<file path="config.mk">
export PLATFORM = sky130hd
export DESIGN_NAME = uart_rx_fifo
export DESIGN_NICKNAME = d
export VERILOG_FILES = /design/src/rtl/uart_pkg.sv /design/src/rtl/uart_rx_core.sv /design/src/rtl/uart_rx_fifo.sv
export SDC_FILE = /design/constraint.sdc
export NUM_CORES = 1
export LEC_CHECK = 0
export ABC_AREA = 0
export CORE_UTILIZATION = 40
export DETAILED_ROUTE_END_ITERATION = 16
export PLACE_DENSITY = 0.57
export SYNTH_ARGS = -nofsm -noshare
export SYNTH_HDL_FRONTEND = slang
export SYNTH_SLANG_ARGS = --single-unit
export TNS_END_PERCENT = 50
</file>
<file path="constraint.sdc">
create_clock -name clk -period 3.1 [get_ports clk]
set_clock_uncertainty 0.2 [all_clocks]
set_input_delay 0.62 -clock clk [delete_from_list [all_inputs] [get_ports clk]]
set_output_delay 0.62 -clock clk [all_outputs]
set_load 0.02 [all_outputs]
</file>
<file path="src/rtl/uart_pkg.sv">
// Shared UART definitions: receiver states, oversampling constants and baud divider.
package uart_pkg;

  typedef enum logic [1:0] {
    IDLE,
    START,
    DATA,
    STOP
  } rx_state_t;

  localparam int unsigned OVERSAMPLE = 16;
  localparam int unsigned MID_TICK   = 7;
  localparam int unsigned LAST_TICK  = 15;

  // Clocks per oversample tick, truncated.
  function automatic int unsigned baud_div(input int unsigned clk_hz, input int unsigned baud);
    return clk_hz / (baud * OVERSAMPLE);
  endfunction

endpackage

</file>
<file path="src/rtl/uart_rx_core.sv">
// UART 8N1 deserialiser: input synchroniser, 16x tick generator and frame FSM.
module uart_rx_core
  import uart_pkg::*;
#(
  parameter int unsigned DATA_WIDTH = 8,
  parameter int unsigned CLK_FREQ   = 100_000_000,
  parameter int unsigned BAUDRATE   = 115200
) (
  input  logic                  clk,
  input  logic                  reset,
  input  logic                  rx,
  output logic [DATA_WIDTH-1:0] rx_byte,
  output logic                  byte_valid,
  output logic                  frame_err
);

  localparam int unsigned DIV   = baud_div(CLK_FREQ, BAUDRATE);
  localparam int unsigned DIV_W = (DIV > 1) ? $clog2(DIV) : 1;
  localparam int unsigned BIT_W = (DATA_WIDTH > 1) ? $clog2(DATA_WIDTH) : 1;
  localparam int unsigned TCK_W = $clog2(OVERSAMPLE);

  logic [1:0]            sync_q;
  logic                  rx_s;
  logic [DIV_W-1:0]      div_cnt;
  logic                  b_tick;
  rx_state_t             state;
  logic [TCK_W-1:0]      tick_cnt;
  logic [BIT_W-1:0]      bit_cnt;
  logic [DATA_WIDTH-1:0] shreg;

  assign rx_s    = sync_q[1];
  assign b_tick  = (div_cnt == DIV_W'(DIV - 1));
  assign rx_byte = shreg;

  // Two-flop synchroniser, resets to the idle-high line level.
  always_ff @(posedge clk) begin
    if (reset) sync_q <= 2'b11;
    else       sync_q <= {sync_q[0], rx};
  end

  // Free-running oversample tick divider.
  always_ff @(posedge clk) begin
    if (reset)       div_cnt <= '0;
    else if (b_tick) div_cnt <= '0;
    else             div_cnt <= div_cnt + DIV_W'(1);
  end

  always_ff @(posedge clk) begin
    if (reset) begin
      state      <= IDLE;
      tick_cnt   <= '0;
      bit_cnt    <= '0;
      shreg      <= '0;
      byte_valid <= 1'b0;
      frame_err  <= 1'b0;
    end else begin
      byte_valid <= 1'b0;
      frame_err  <= 1'b0;
      case (state)
        IDLE: begin
          if (!rx_s) begin
            state    <= START;
            tick_cnt <= '0;
          end
        end
        START: begin
          if (b_tick) begin
            if (tick_cnt == TCK_W'(MID_TICK)) begin
              // A start bit that is high again at mid-bit was a glitch.
              tick_cnt <= '0;
              state    <= rx_s ? IDLE : DATA;
            end else begin
              tick_cnt <= tick_cnt + TCK_W'(1);
            end
          end
        end
        DATA: begin
          if (b_tick) begin
            if (tick_cnt == TCK_W'(LAST_TICK)) begin
              tick_cnt <= '0;
              shreg    <= {rx_s, shreg[DATA_WIDTH-1:1]};
              if (bit_cnt == BIT_W'(DATA_WIDTH - 1)) begin
                bit_cnt <= '0;
                state   <= STOP;
              end else begin
                bit_cnt <= bit_cnt + BIT_W'(1);
              end
            end else begin
              tick_cnt <= tick_cnt + TCK_W'(1);
            end
          end
        end
        STOP: begin
          if (b_tick) begin
            if (tick_cnt == TCK_W'(LAST_TICK)) begin
              tick_cnt <= '0;
              state    <= IDLE;
              if (rx_s) byte_valid <= 1'b1;
              else      frame_err  <= 1'b1;
            end else begin
              tick_cnt <= tick_cnt + TCK_W'(1);
            end
          end
        end
        default: state <= IDLE;
      endcase
    end
  end

endmodule

</file>
<file path="src/rtl/uart_rx_fifo.sv">
// UART receiver with a first-word-fall-through receive FIFO and status pulses.
module uart_rx_fifo
  import uart_pkg::*;
#(
  parameter int unsigned DATA_WIDTH = 8,
  parameter int unsigned FIFO_AW    = 3,
  parameter int unsigned CLK_FREQ   = 100_000_000,
  parameter int unsigned BAUDRATE   = 115200
) (
  input  logic                  clk,
  input  logic                  reset,
  input  logic                  rx,
  input  logic                  rx_pop,
  output logic [DATA_WIDTH-1:0] rx_data,
  output logic                  rx_empty,
  output logic                  rx_full,
  output logic                  rx_done,
  output logic                  rx_frame_err,
  output logic                  rx_overrun
);

  localparam int unsigned DEPTH = 1 << FIFO_AW;
  localparam int unsigned PTR_W = FIFO_AW + 1;

  logic [DATA_WIDTH-1:0] rx_byte;
  logic                  byte_valid;
  logic                  frame_err;
  logic [DATA_WIDTH-1:0] mem [DEPTH];
  logic [PTR_W-1:0]      wr_ptr;
  logic [PTR_W-1:0]      rd_ptr;
  logic                  do_push;
  logic                  do_pop;

  uart_rx_core #(
    .DATA_WIDTH (DATA_WIDTH),
    .CLK_FREQ   (CLK_FREQ),
    .BAUDRATE   (BAUDRATE)
  ) u_core (
    .clk        (clk),
    .reset      (reset),
    .rx         (rx),
    .rx_byte    (rx_byte),
    .byte_valid (byte_valid),
    .frame_err  (frame_err)
  );

  assign rx_empty = (wr_ptr == rd_ptr);
  assign rx_full  = (wr_ptr[FIFO_AW] != rd_ptr[FIFO_AW]) &&
                    (wr_ptr[FIFO_AW-1:0] == rd_ptr[FIFO_AW-1:0]);
  assign do_pop   = rx_pop && !rx_empty;
  // A pop in the same clk frees the slot, so a full FIFO still accepts the byte.
  assign do_push  = byte_valid && (!rx_full || do_pop);
  assign rx_data  = rx_empty ? '0 : mem[rd_ptr[FIFO_AW-1:0]];

  always_ff @(posedge clk) begin
    if (do_push) mem[wr_ptr[FIFO_AW-1:0]] <= rx_byte;
  end

  always_ff @(posedge clk) begin
    if (reset) begin
      wr_ptr       <= '0;
      rd_ptr       <= '0;
      rx_done      <= 1'b0;
      rx_frame_err <= 1'b0;
      rx_overrun   <= 1'b0;
    end else begin
      if (do_push) wr_ptr <= wr_ptr + PTR_W'(1);
      if (do_pop)  rd_ptr <= rd_ptr + PTR_W'(1);
      rx_done      <= byte_valid;
      rx_frame_err <= frame_err;
      rx_overrun   <= byte_valid && !do_push;
    end
  end

endmodule
</file>
==> out/results.tsv, run 1 <==
stage	metric	value	unit
global_route	initial antenna violation count	0	
global_route	GRT Util Overall	14.83	%
cts	clk sink count	105	
synth	Synth Instances	304	
floorplan	DIE WIDTH	106.5	µm
worst_setup_path	Reg2Reg Depth	5	
drt	DRC Markers	0	
worst_setup_path	CP required	2.28	ns
global_route	vias in the first global route	2358	
worst_setup_path	crit path capture	rx_data[6]	
cts	TritonCTS Buffers	9	
cells_and_area	diode count	0	
timing	Final Critical Period	2.980	ns
worst_setup_path	delay-heaviest family, CP	buffers and inverters	
cts	Root Driver	clkbuf_8	
cells_and_area	area grow syn2layout	11.49	%
drt	DR iter-0 viols	103	
cells_and_area	proportion of layout cells with a drive suffix above 1	17.43	%
worst_setup_path	Critical Path Source Type	flip-flop	
timing	headroom to the max-slew limit	62.00	%
synth	warnings from Yosys	0	
synth	sequential area share after synthesis	62.81	%
drt	Final ANT Viol Nets	0	
cells_and_area	commonest non-fill, non-tap cell in the layout	edfxtp_1	
timing	final worst slack	0.1201	ns
worst_hold_path	HP Class	flip-flop to flip-flop	
placed_design	Placed Area	0.004688	mm²
worst_setup_path	flop2flop setup slack	1.01	ns
floorplan	Ports	17	
synth	top cell type by total area after synthesis	edfxtp_1	
worst_setup_path	CP Max Fanout	16	
placed_design	Port Buffers	16	
worst_setup_path	CP arrival	2.16	ns
floorplan	Die ar.	0.01134	mm²
global_route	first-pass GRT wire length	12420	µm
global_route	grt total ovfl	0	
timing	FMAX	335.6	MHz
drt	routed vias	2378	
power	pwr/cell area	461.2	mW/mm²
outcome	run status	finished, final reports clean	
cts	clock buffer depth	2	
floorplan	Initial Util	41.74	%
timing	hold_ws	0.2195	ns
timing	slew of the pin with the lowest slew margin	0.5693	ns
floorplan	Core ar.	0.01046	mm²
flow_run	max-capacitance violation count	0	
placed_design	Placement Setup Slack	0.3985	ns
global_route	largest net degree at the start of global routing	29	
drt	drt pass-1 iters	4	
timing	Slew Viols, Final	0	
cts	CTS tree	built	
timing	RSZ-0062 raised after global routing	false	
worst_setup_path	worst path cell trace	buf_12, mux4_2, mux2i_1, nor2_1, clkdlybuf4s50_1	
synth	Post-Syn Area	0.004367	mm²
cells_and_area	Finished Cell Area	0.004868	mm²
timing	endpoints failing setup	0	
worst_setup_path	critical path depth	5	
drt	overall routed net length	7589	µm
drt	routed length per instance	16.39	µm
cells_and_area	most frequent cells in the layout	edfxtp_1 (64), dfxtp_1 (38), nor2_1 (30), mux2i_1 (20), mux4_2 (16)	
cts	clock-pin slew on the worst setup and hold paths	0.09	ns
synth	syn avg cell area	14.36	µm²
timing	Setup TNS	0	ns
synth	Synth area leaders	edfxtp_1 (44%), dfxtp_1 (19%), mux4_2 (8.3%)	
cts	clk_lat worst skew	0.37	ns
placed_design	Final GP Congestion	0.7232	
worst_setup_path	crit-path max cell delay	0.53	ns
worst_setup_path	FF-to-FF Start	rd_ptr[0]$_SDFFE_PP0P_	
synth	area fraction of the dominant cell type after synthesis	44.01	%
worst_setup_path	CP bufs+invs	2	
cells_and_area	nets@finish	333	
floorplan	Chip Height	106.5	µm
drt	vias per inst	5.136	
worst_setup_path	CP Class	flip-flop to output port	
cts	H-Tree Level Count	3	
synth	number of synthesized register bits	105	
worst_setup_path	slowest CP cell	clkdlybuf4s50_1	
power	Leak	1.803	nW
timing	Final Cycle Share	96.12	%
power	VDD IR max	0.2320	mV
synth	Syn Nets	315	
worst_setup_path	CP Capture Type	output port	
synth	Yosys cell types	49	
placed_design	DP HPWL	4887	µm
floorplan	FP Rows	37	
worst_setup_path	R2R Path End	mem[4][1]$_DFFE_PP_	
timing	Hold Fails Final Rpt	0	
## Yosys cell counts (all sizes together)
cell / count
edfxtp: 64
dfxtp: 41
nor2: 30
mux2i: 20
mux4: 16
buf: 15
nand2: 9
a21oi: 8
nor3: 8
ha: 7
inv: 7
xor2: 7
nand3: 6
xnor2: 6
clkbuf: 5
nor4: 5
o21ai: 5
nand4: 4
nor2b: 4
and3: 3
or2: 3
or3: 3
a221o: 2
a31oi: 2
and2: 2
and4: 2
and4b: 2
mux2: 2
nand2b: 2
o2111ai: 2
a211o: 1
a211oi: 1
a21boi: 1
a32oi: 1
a41oi: 1
and3b: 1
nor3b: 1
o211a: 1
o21a: 1
o311ai: 1
o41ai: 1
or3b: 1
## worst min-delay path by stage
stage / from / to / slack [ns] / cells after the start
2_1_floorplan: u_core.sync_q[0]$_SDFF_PP1_ / u_core.sync_q[1]$_SDFF_PP1_ / 0.19 / 1
3_3_place_gp: u_core.sync_q[0]$_SDFF_PP1_ / u_core.sync_q[1]$_SDFF_PP1_ / 0.20 / 1
3_5_place_dp: u_core.sync_q[0]$_SDFF_PP1_ / u_core.sync_q[1]$_SDFF_PP1_ / 0.20 / 1
4_1_cts: u_core.sync_q[0]$_SDFF_PP1_ / u_core.sync_q[1]$_SDFF_PP1_ / 0.22 / 1
5_1_grt: u_core.sync_q[0]$_SDFF_PP1_ / u_core.sync_q[1]$_SDFF_PP1_ / 0.24 / 1
6_report: u_core.sync_q[0]$_SDFF_PP1_ / u_core.sync_q[1]$_SDFF_PP1_ / 0.22 / 1
## area by class of cell
class	count	area, µm²
Clock inverter	4	30.03
Fill cell	952	5594
Clock buffer	12	135.1
Sequential cell	105	2746
Timing Repair Buffer	27	266.5
Tap cell	136	170.2
Inverter	7	26.28
Multi-Input combinational cell	172	1494
## sequential cells by signal, indices dropped and copies added (netlist names), named ones only
| register | flops |
|---|---|
| u_core.frame_err | 1 |
| u_core.div_cnt | 6 |
| u_core.sync_q | 2 |
| rx_overrun | 1 |
| u_core.bit_cnt | 3 |
| wr_ptr | 4 |
| u_core.byte_valid | 1 |
| rx_done | 1 |
| u_core.state | 1 |
| rd_ptr | 4 |
| rx_frame_err | 1 |
| u_core.tick_cnt | 4 |
| u_core.rx_byte | 8 |
| mem | 64 |
## where the power goes
part | internal [mW] | switching (mW) | leakage [nW]
Sequential | 1.47 | 0.00745 | 0.926
Clock | 0.295 | 0.444 | 0.0805
Combinational | 0.0136 | 0.0180 | 0.797
## through the flow
stage / util (%) / std cells / total power, mW
after CTS: 46.38 / 463 / 2.270
final: 46.53 / 463 / 2.245
after floorplan: - / 304 / 1.527
after global placement: 44.81 / 447 / 1.538
after global routing: 46.53 / 463 / 2.334
after detailed placement: 44.81 / 447 / 1.539
## routing by layer
layer	vias to the layer above	GRT usage [%]	routed length, µm
met5	-	0	0
met4	0	4.110	73
met3	6	4.598	249
met2	34	23.79	3570
met1	1172	19.43	3695
li1	1166	-	-
## cells by family after synthesis
logic type                 synth area share [%]
DFF                                       62.81
and+or+nand+nor                           10.40
muxes                                     13.52
AOI/OAI and AO/OA                         5.158
buffers and inverters                     2.980
xor gates and xnor gates                  3.123
adders and majority gates                 2.006
## what timing repair did
item / CTS / global route
hold buffers: 0 / 0
setup buffers: 0 / 0
resized for setup: 1 / 8
endpoints found under the setup margin: 1 / 8
(Power assumes the default switching activity.)
==> run 2: changes to the inputs <==
ABC_AREA = 1   (was 0)
RECOVER_POWER = 50   (was not set)
==> out/results.tsv, run 2 <==
stage	metric	value	unit
outcome	run status	finished, final reports clean	
synth	Synth Instances	418	
global_route	grt total ovfl	0	
worst_hold_path	Hold Path Depth	2	
cells_and_area	nets@finish	460	
timing	slew of the pin with the lowest slew margin	0.6709	ns
cells_and_area	most frequent cells in the layout	nor2_1 (98), edfxtp_1 (64), o21ai_0 (58), dfxtp_1 (36), nand2_1 (32)	
synth	number of synthesized register bits	105	
timing	endpoints failing setup	0	
synth	Syn Nets	429	
power	pwr/cell area	505.0	mW/mm²
floorplan	Ports	17	
global_route	vias in the first global route	2888	
timing	headroom to the max-slew limit	55.27	%
timing	final worst slack	0.1543	ns
floorplan	Initial Util	41.49	%
floorplan	Chip Height	105.7	µm
drt	DRC Markers	0	
power	VDD IR max	0.2486	mV
worst_setup_path	delay-heaviest family, CP	buffers and inverters	
global_route	first-pass GRT wire length	14480	µm
synth	Yosys cell types	32	
placed_design	Port Buffers	16	
synth	top cell type by total area after synthesis	edfxtp_1	
cts	clock buffer depth	2	
synth	area fraction of the dominant cell type after synthesis	44.66	%
cts	clk_lat worst skew	0.35	ns
synth	warnings from Yosys	0	
cts	setup repair bufs after CTS	0	
drt	drt pass-1 iters	4	
worst_setup_path	CP Class	flip-flop to output port	
worst_setup_path	crit-path max cell delay	0.59	ns
worst_setup_path	slowest CP cell	clkdlybuf4s50_1	
drt	routed length per instance	14.90	µm
synth	dominant synthesized flop cell	edfxtp_1	
floorplan	FP Rows	37	
worst_setup_path	CP arrival	2.13	ns
drt	DR iter-0 viols	166	
synth	Commonest cells post-synth	nor2_1 (98), edfxtp_1 (64), o21ai_0 (56)	
synth	sequential area share after synthesis	63.74	%
synth	syn avg cell area	10.29	µm²
cells_and_area	commonest non-fill, non-tap cell in the layout	nor2_1	
drt	vias per inst	4.993	
worst_setup_path	CP Capture Type	output port	
timing	hold_ws	0.2110	ns
floorplan	Die ar.	0.01118	mm²
worst_hold_path	HP Class	flip-flop to flip-flop	
cells_and_area	diode count	0	
drt	Final ANT Viol Nets	0	
timing	Hold Fails Final Rpt	0	
cells_and_area	proportion of layout cells with a drive suffix above 1	11.01	%
worst_setup_path	Critical Path Source Type	flip-flop	
drt	overall routed net length	8791	µm
floorplan	DIE WIDTH	105.7	µm
cts	H-Tree Level Count	3	
synth	most common cell in the synthesized netlist	nor2_1	
worst_setup_path	CP Max Fanout	5	
drt	routed vias	2946	
synth	Post-Syn Area	0.004303	mm²
placed_design	cell total after placement	574	
global_route	largest net degree at the start of global routing	30	
power	Final Power	2.484	mW
cts	Post-CTS Hold Fix Bufs	0	
placed_design	Placement Setup Slack	0.2344	ns
worst_setup_path	Reg2Reg Depth	8	
cts	CTS tree	built	
timing	Slew Viols, Final	0	
placed_design	DP HPWL	5889	µm
cts	clk sink count	105	
worst_setup_path	flop2flop setup slack	1.09	ns
cells_and_area	area grow syn2layout	14.31	%
synth	Post-synth EDFFs	64	
placed_design	Final GP Congestion	0.8416	
synth	Async SR Flop Fraction	0	%
timing	Setup TNS	0	ns
flow_run	max-capacitance violation count	0	
global_route	GRT Util Overall	16.81	%
worst_setup_path	critical path depth	7	
timing	FMAX	339.5	MHz
floorplan	Core ar.	0.01037	mm²
timing	Final Cycle Share	95.02	%
cts	clock-pin slew on the worst setup and hold paths	0.10	ns
power	Leak	1.997	nW
timing	Final Critical Period	2.946	ns
worst_setup_path	CP required	2.28	ns
cts	TritonCTS Buffers	9	
cells_and_area	max reg flops	64	
worst_setup_path	worst path cell trace	xnor2_1, nand2_1, nor2_2, nand2_2, buf_4, inv_1, clkdlybuf4s50_1	
cts	Root Driver	clkbuf_8	
synth	Synth area leaders	edfxtp_1 (45%), dfxtp_1 (19%), nor2_1 (8.5%)	
worst_setup_path	CP bufs+invs	3	
global_route	initial antenna violation count	0	
cells_and_area	final cell count without fillers	590	
## run 2: logic make-up (layout without fill, tap and decap cells)
group           count (synthesis)  count (layout)  share of synthesized area [%]
simple gates                  166             166                          16.60
flops                         105             105                          63.74
compound gates                 90              90                          11.11
buf+inv                        39              75                          4.100
xor+xnor                       11              11                          2.414
fa+ha+maj                       7               7                          2.035
## run 2: per-stage QoR
step	area (µm²)	util, %
finish	4918	47.43
global route	4918	47.43
CTS	4913	47.38
detailed placement	4698	45.31
global placement	4698	45.31
floorplan	4303	-
## run 2: cell type report
type	count	area (µm²)
clock buffer	10	127.6
clock inverter	6	90.09
fill	960	5451
inverter	25	93.84
multi-input combinational	274	1386
sequential	105	2749
tap	136	170.2
timing repair buffer	34	301.5
## run 2: metal layers
layer  wire (µm)  global-route usage [%]
met1        4014                   21.57
met2        4388                   29.13
met3         351                   2.041
met4          37                   6.052
met5           0                       0
## run 2: path summary, 6_finish.rpt
path	from	end
setup / recovery	rd_ptr[1]$_SDFFE_PP0P_	rx_empty
setup reg to reg	u_core.div_cnt[1]$_SDFF_PP0_	u_core.tick_cnt[2]$_SDFFE_PP0P_
hold / removal	u_core.frame_err$_SDFF_PP0_	rx_frame_err$_SDFF_PP0_
hold reg to reg	u_core.frame_err$_SDFF_PP0_	rx_frame_err$_SDFF_PP0_
## run 2: report_power, final
group	total, mW	switching (mW)	internal [mW]
sequential	1.48	0.0102	1.47
combinational	0.0720	0.0472	0.0248
clock	0.931	0.471	0.460
## run 2: worst reg2reg max path: stages, from the launching register on
cell	delay [ns]
dfxtp_1	0.39
inv_1	0.06
ha_1	0.18
nand3_1	0.18
nor2_2	0.10
o21ai_0	0.48
inv_1	0.09
a21oi_1	0.14
nor3_1	0.05
## run 2: timing repair
action | CTS | global route
gates cloned | 0 | 0
setup endpoints to repair | 8 | 3
resized for setup | 10 | 5
